$ cat src/rtl/pipe_stage_reg.sv
`default_nettype none
// ============================================================================
// Module   : pipe_stage_reg
// Brief    : Valid/ready pipeline-stage register with flush, optional skid
//            entry and saturating stall-cycle counter.
// Revision : 1.0
// ============================================================================
module pipe_stage_reg #(
  parameter int CTRL_W  = 8,
  parameter int DATA_W  = 128,
  parameter int SKID    = 1,
  parameter int STALL_W = 16
) (
  input  logic               clk,
  input  logic               reset_n,
  input  logic               flush,
  input  logic               in_valid,
  output logic               in_ready,
  input  logic [CTRL_W-1:0]  in_ctrl,
  input  logic [DATA_W-1:0]  in_data,
  output logic               out_valid,
  input  logic               out_ready,
  output logic [CTRL_W-1:0]  out_ctrl,
  output logic [DATA_W-1:0]  out_data,
  input  logic               clr_stats,
  output logic [STALL_W-1:0] stall_cnt
);

  localparam logic [1:0] c_st_empty = 2'd0;
  localparam logic [1:0] c_st_full  = 2'd1;
  localparam logic [1:0] c_st_both  = 2'd2;
  localparam logic [STALL_W-1:0] c_stall_max = '1;

  logic [1:0]         r_state;
  logic [1:0]         w_state_nxt;
  logic [CTRL_W-1:0]  r_main_ctrl;
  logic [DATA_W-1:0]  r_main_data;
  logic [CTRL_W-1:0]  w_skid_ctrl;
  logic [DATA_W-1:0]  w_skid_data;
  logic [STALL_W-1:0] r_stall_cnt;
  logic               w_out_valid;
  logic               w_in_ready;
  logic               w_in_xfer;
  logic               w_load_main_in;
  logic               w_load_main_skid;
  logic               w_load_skid;

  assign w_out_valid = (r_state != c_st_empty);
  assign w_in_xfer   = in_valid & w_in_ready;

  generate
    if (SKID != 0) begin : g_skid
      logic              r_in_ready;
      logic [CTRL_W-1:0] r_skid_ctrl;
      logic [DATA_W-1:0] r_skid_data;

      // in_ready is registered so the upstream ready path starts at a flop
      always_ff @(posedge clk or negedge reset_n) begin
        if (!reset_n) begin
          r_in_ready  <= 1'b1;
          r_skid_ctrl <= '0;
          r_skid_data <= '0;
        end else begin
          r_in_ready <= (w_state_nxt != c_st_both);
          if (w_load_skid) begin
            r_skid_ctrl <= in_ctrl;
            r_skid_data <= in_data;
          end
        end
      end

      assign w_in_ready  = r_in_ready;
      assign w_skid_ctrl = r_skid_ctrl;
      assign w_skid_data = r_skid_data;
    end else begin : g_no_skid
      assign w_in_ready  = !w_out_valid | out_ready;
      assign w_skid_ctrl = '0;
      assign w_skid_data = '0;
    end
  endgenerate

  always_ff @(posedge clk or negedge reset_n) begin
    if (!reset_n) begin
      r_state <= c_st_empty;
    end else begin
      r_state <= w_state_nxt;
    end
  end

  always_comb begin
    w_state_nxt      = r_state;
    w_load_main_in   = 1'b0;
    w_load_main_skid = 1'b0;
    w_load_skid      = 1'b0;
    if (flush) begin
      w_state_nxt = c_st_empty;
    end else begin
      case (r_state)
        c_st_empty: begin
          if (w_in_xfer) begin
            w_state_nxt    = c_st_full;
            w_load_main_in = 1'b1;
          end
        end
        c_st_full: begin
          if (w_in_xfer && out_ready) begin
            w_load_main_in = 1'b1;
          end else if (w_in_xfer) begin
            // only reachable with the skid entry present
            w_state_nxt = c_st_both;
            w_load_skid = 1'b1;
          end else if (out_ready) begin
            w_state_nxt = c_st_empty;
          end
        end
        c_st_both: begin
          if (out_ready) begin
            w_state_nxt      = c_st_full;
            w_load_main_skid = 1'b1;
          end
        end
        default: w_state_nxt = c_st_empty;
      endcase
    end
  end

  always_comb begin
    out_valid = w_out_valid;
    out_ctrl  = w_out_valid ? r_main_ctrl : '0;
    out_data  = r_main_data;
    in_ready  = w_in_ready;
    stall_cnt = r_stall_cnt;
  end

  always_ff @(posedge clk or negedge reset_n) begin
    if (!reset_n) begin
      r_main_ctrl <= '0;
      r_main_data <= '0;
    end else if (w_load_main_in) begin
      r_main_ctrl <= in_ctrl;
      r_main_data <= in_data;
    end else if (w_load_main_skid) begin
      r_main_ctrl <= w_skid_ctrl;
      r_main_data <= w_skid_data;
    end
  end

  always_ff @(posedge clk or negedge reset_n) begin
    if (!reset_n) begin
      r_stall_cnt <= '0;
    end else if (clr_stats) begin
      r_stall_cnt <= '0;
    end else if (w_out_valid && !out_ready && (r_stall_cnt != c_stall_max)) begin
      r_stall_cnt <= r_stall_cnt + 1'b1;
    end
  end

endmodule
`default_nettype wire

$ cat config.mk
export PLATFORM = sky130hd
export DESIGN_NAME = pipe_stage_reg
export DESIGN_NICKNAME = d
export VERILOG_FILES = /design/src/rtl/pipe_stage_reg.sv
export SDC_FILE = /design/constraint.sdc
export NUM_CORES = 1
export LEC_CHECK = 0
export ABC_AREA = 1
export CAP_MARGIN = 20
export CORE_ASPECT_RATIO = 0.75
export CORE_UTILIZATION = 54
export DETAILED_ROUTE_END_ITERATION = 10
export PLACE_DENSITY_LB_ADDON = 0.25
export SYNTH_ARGS = -nofsm -noshare
export SYNTH_HDL_FRONTEND = slang
export SYNTH_SLANG_ARGS = --single-unit
$ cat constraint.sdc
create_clock -name clk -period 4.3 [get_ports clk]
set_input_delay 0.43 -clock clk [delete_from_list [all_inputs] [get_ports clk]]
set_output_delay 0.43 -clock clk [all_outputs]
set_load 0.01 [all_outputs]
==> flow_summary.toml, run 1 <==
[timing]
fin_setup_tns_ns = 0
fin_worst_skew_ns = 0.0129
rsz0062_at_grt = "false"
period_share_pct = 56.2
report.final.setup_viol = 0
relSlewSlack_pct = 23.9
fmax_ghz = 0.414
finalHoldViolations = 0
period_minus_slack_ns = 2.42
drv_slew = 0
tightestPinTransition_ns = 1.14

[route]
routed_wirelength_um = 32000
met1Wirelength_um = 13600
vias = 11016
drc = 0
maxUsedRoutingLayer = "met5"
via_per_inst = 5.24
ant_nets = 0
dr.pass1.iters = 5
wire_per_inst_um = 15.2
met2WireLength_um = 14600
drt_iter0_drc = 939
dr_wl_met3_um = 2640

[global_route]
grt_pass1_vias = 10377
antenna_found_initial = 3
grt_pass1_wl_um = 51000
grt_use_total_pct = 26.5
grt_max_degree = 273
grt_overflow = 0

[power_and_ir_drop]
power.leakage_nw = 8.24
ir_drop_mv = 0.311
p_total_mw = 8.13
powerDensity_nw_per_um2 = 486

[layout]
final_cell_mix = "428 x nand2_1, 294 x clkdlybuf4s50_1, 290 x dfrtp_1"
final_common_cell = "nand2_1"
nNetsFinal = 1922
n_fill_cell = 1719
syn_to_final_growth_pct = 32.6
drive_gt1_share_pct = 4.17

[logic_synthesis]
ys_seq_area_share_pct = 57.8
avgSynthCellArea_um2 = 8.23
syn-num-nets = 1675
synth_cell_types = 24
synth_area_leader_cell = "dfrtp_1"
synth_cells = 1532
ys_ff_latch = 291
yosys.area.top_type_share_pct = 57.6
synth_warnings = 0
netlist_area_um2 = 12600
yosys-top-cells-area = "dfrtp_1 58%, nand2_1 13%, o21ai_0 7.9%"

[clock_tree]
clockRootBuffer = "clkbuf_16"
cts.sinks = 291
cts_buffer_depth = 3
cts_resized = 0
clkLatencyLatePin_ns = 0.54
cts_hold_buffers = 0
cts_setup_buffers = 0
clk_pin_slew_worst_paths_ns = 0.06
numCtsBuffers = 29
cts_tree = "yes"
htree_num_levels = 1

[placement]
io_buffers = 295
dp_hpwl_um = 20300
place_congestion = 0.874

[floorplan]
coreArea_um2 = 22900
rows = 48
initial_core_util_pct = 55.0
die_h_um = 134
die_area_um2 = 24000
die_w_um = 178
io_pins = 296

[worst_setup_path]
cp-end-kind = "output port"
crit_fanout = 10
slowest_stage = "clkdlybuf4s50_1"
slowest_delay_ns = 0.50
setup.worst_path.start_class = "flop"
reg2reg_slack_ns = 2.01
arrival_ns = 1.99
reg2reg_to = "out_data[36]"
cp-startpoint = "r_state[0]"
critical_path_required_ns = 3.87
r2r-start = "r_state[0]"
worstSetupPathType = "reg2out"
reg2reg_depth = 6
cp_cell_sequence = "nor2_2, nor2_1, clkdlybuf4s50_1"

[job]
cap_violations = 0

[run_status]
status = "finished, final reports clean"

[worst_hold_path]
min_path_type = "in2async"
[power breakdown]
part | switching, mW | internal, mW | total, mW
clock | 1.07 | 1.62 | 2.69
combinational | 0.898 | 0.892 | 1.79
sequential | 0.293 | 3.35 | 3.65
[routing by layer]
layer  global-route usage [%]  vias up
li1                         -     5331
met1                     37.1     5156
met4                     10.2        2
met3                     5.02       82
met5                        0        -
met2                     41.1      445
[cells by family after synthesis]
group	Yosys count	share of synthesized area, %
AOI/OAI and AO/OA	387	15.5
xor gates and xnor gates	6	0.417
adders and majority gates	1	0.0992
buffers and inverters	256	8.15
DFF	291	57.8
and+or+nand+nor	591	18.1
[final cells by class]
class                   instances  area (µm²)  share of cell area, %
flip-flops and latches        291        7280                   43.6
clock buffers                  36         802                   4.80
clock inverters                16         220                   1.32
inverters                     165         622                   3.72
multi-input cells             985        4320                   25.9
repair buffers                307        3090                   18.5
well taps                     300         375                   2.25
diodes                          2        5.00                 0.0299
[cells in the mapped netlist, drive strengths merged]
cell and instances:
o41ai 1, xor2 6, buf 52, o21ai 283, dfstp 1, nor2 138, ha 1, nand2 429
nand3 13, clkbuf 39, nand4 11, a21oi 99, o21bai 4, inv 165, dfrtp 290
[metrics by stage]
step | hold WS (ns) | setup slack [ns] | util, % | instance area [µm²] | std cells
2_1_floorplan | 0.134 | 2.76 | - | 12600 | 1532
3_3_place_gp | 0.463 | 1.80 | 68.4 | 15700 | 2048
3_5_place_dp | 0.464 | 1.69 | 68.4 | 15700 | 2048
4_1_cts | 0.0663 | 1.82 | 72.8 | 16700 | 2100
5_1_grt | 0.116 | 1.74 | 72.9 | 16700 | 2102
6_report | 0.0116 | 1.88 | 72.9 | 16700 | 2102
[worst max-delay path: cells and delay by family, from the launching register on]
| family | cells | cell delay, ns |
|---|---|---|
| AND/OR/NAND/NOR | 2 | 0.53 |
| flip-flops | 1 | 0.42 |
| buffers and inverters | 1 | 0.50 |
[state kept, by name, indices dropped and copies added, names as in the netlist]
signal / flops
g_skid.r_skid_data: 128
r_main_ctrl: 8
r_state: 2
g_skid.r_skid_ctrl: 8
out_data: 128
in_ready: 1
stall_cnt: 16
[worst max-delay path by stage]
stage | slack [ns] | end | cells after the start
6_report | 1.88 | out_ctrl[7] | 3
4_1_cts | 1.82 | out_ctrl[7] | 3
5_1_grt | 1.74 | out_ctrl[6] | 3
2_1_floorplan | 2.76 | stall_cnt[13] | 10
3_3_place_gp | 1.80 | out_data[52] | 9
3_5_place_dp | 1.69 | out_data[36] | 8
Note: power is estimated with default switching activity, not from simulation.
==> inputs of run 2 (changes only) <==
--- a/config.mk
+++ b/config.mk
@@ -8,7 +8,7 @@
 export ABC_AREA = 1
 export CAP_MARGIN = 20
 export CORE_ASPECT_RATIO = 0.75
-export CORE_UTILIZATION = 54
+export CORE_UTILIZATION = 45
 export DETAILED_ROUTE_END_ITERATION = 10
 export PLACE_DENSITY_LB_ADDON = 0.25
 export SYNTH_ARGS = -nofsm -noshare
==> constraint.sdc (replaced) <==
create_clock -name clk -period 2.2 [get_ports clk]
set_input_delay 0.22 -clock clk [delete_from_list [all_inputs] [get_ports clk]]
set_output_delay 0.22 -clock clk [all_outputs]
set_load 0.01 [all_outputs]
==> run 2 against run 1 <==
  * Combinational power is 98% higher
  * Sequential power is 95% higher
  * Final area is 2.3% higher
  * Critical path type unchanged
==> flow_summary.toml, run 2 (same netlist as run 1, synthesis figures left out) <==
[worst_setup_path]
slowest_delay_ns = 0.49
reg2reg_depth = 6
reg2reg_slack_ns = 0.42
slowest_stage = "clkdlybuf4s50_1"
path_buf_inv = 1
setup.worst_path.start_class = "flop"
cp-end-kind = "output port"
reg2reg_to = "out_data[75]"
critPathTopFamily = "buffers and inverters"
worstSetupPathType = "reg2out"
arrival_ns = 1.88
critical_path_required_ns = 1.98
r2r-start = "r_state[0]"
cp_cell_sequence = "nor2_2, nor2_1, clkdlybuf4s50_1"
crit_fanout = 6

[timing]
fin_setup_tns_ns = 0
report.final.setup_viol = 0
fin_worst_skew_ns = 0.0158
period_minus_slack_ns = 2.10
rsz0062_at_grt = "false"
worst_slack_ns = 0.0952
drv_slew = 0
whs_ns = 0.250
finalHoldViolations = 0
tightestPinTransition_ns = 0.602
relSlewSlack_pct = 59.8
fmax_ghz = 0.475
period_share_pct = 95.7

[route]
via_per_inst = 4.99
dr.pass1.iters = 5
vias = 10865
wire_per_inst_um = 15.2
drc = 0
routed_wirelength_um = 33000
ant_nets = 0
drt_iter0_drc = 603

[floorplan]
coreArea_um2 = 27300
die_h_um = 147
initial_core_util_pct = 46.3
die_area_um2 = 28700
io_pins = 296
rows = 52
die_w_um = 195

[placement]
dp_hpwl_um = 22200
io_buffers = 295
place_congestion = 0.799
placed_cells = 2121
pre_cts_ws_ns = 0.311

[global_route]
grt_overflow = 0
grt_use_total_pct = 23.1
grt_max_degree = 117
grt_pass1_wl_um = 53800
grt_pass1_vias = 10331
antenna_found_initial = 3

[clock_tree]
cts_setup_buffers = 0
cts_buffer_depth = 3
cts.sinks = 291
clk_pin_slew_worst_paths_ns = 0.07
clkLatencyLatePin_ns = 0.54
clockRootBuffer = "clkbuf_16"
htree_num_levels = 1
numCtsBuffers = 29
cts_tree = "yes"

[layout]
final_common_cell = "nand2_1"
syn_to_final_growth_pct = 35.7
final_cell_mix = "428 x nand2_1, 294 x clkdlybuf4s50_1, 290 x dfrtp_1"
final_cells = 2179
nNetsFinal = 1946
drive_gt1_share_pct = 5.21

[worst_hold_path]
holdPathEnd = "g_skid.r_skid_ctrl[5]"
hold_depth = 3
min_path_type = "in2reg"
hold_start = "in_ctrl[5]"

[power_and_ir_drop]
ir_drop_mv = 0.678
power.leakage_nw = 8.40
powerDensity_nw_per_um2 = 915
p_total_mw = 15.7

[run_status]
status = "finished, final reports clean"

[job]
cap_violations = 0
## run 2: changes by cell type in the layout (fill, tap and decap cells not counted), sizes merged, moves of 4 or more
cell	change
buf	+22
bufinv	-4
clkbuf	+10
clkinv	-5
## run 2: power breakdown
group | internal [mW] | total [mW] | switching [mW]
combinational | 1.79 | 3.54 | 1.75
sequential | 6.55 | 7.13 | 0.575
clock | 2.91 | 4.99 | 2.08
total | 11.3 | 15.7 | 4.40
## run 2: worst max-delay path by stage
stage | slack [ns] | from | depth (start not counted) | end
global route | 0.007 | r_state[1] | 3 | out_ctrl[4]
detailed placement | 0.31 | out_ready | 8 | out_data[8]
floorplan | 0.66 | stall_cnt[1] | 10 | stall_cnt[13]
finish | 0.1 | r_state[1] | 3 | out_ctrl[1]
CTS | 0.09 | r_state[0] | 3 | out_ctrl[5]
global placement | 0.38 | out_ready | 9 | stall_cnt[11]
## run 2: metrics by stage
stage                     util [%]  cell area (µm²)
after detailed placement      59.1            16100
after floorplan                  -            12600
after CTS                     62.7            17100
final                         62.8            17100
after global routing          62.7            17100
after global placement        59.1            16100
## run 2: tightest hold or removal path, delay by kind of cell
kind,cells,cell delay (ns)
AOI/OAI and AO/OA,1,0.08
buffers and inverters,2,0.45
## run 2: area by class of cell
type | count | area, µm²
flip-flops and latches | 291 | 7280
inverters | 165 | 622
clock inverters | 7 | 71.3
clock buffers | 46 | 900
repair buffers | 330 | 3450
fillers | 2273 | 10200
well taps | 351 | 439
multi-input cells | 986 | 4340
diodes | 3 | 7.51
## run 2: routing by layer
layer / GRT usage, % / part of all wire (%) / vias up
li1: - / - / 5384
met2: 36.4 / 46 / 303
met5: 0 / 0 / -
met3: 4.68 / 6.6 / 37
met1: 33.2 / 46 / 5141
met4: 5.12 / 1.7 / 0
## run 2: timing repair
action / 4_1_cts / 5_1_grt
resized for setup: 1 / 0
endpoints found under the setup margin: 8 / 1
endpoints found under the hold margin: 60 / 0
pin swaps: 0 / 1
cloned: 0 / 1
hold buffers: 1 / 0
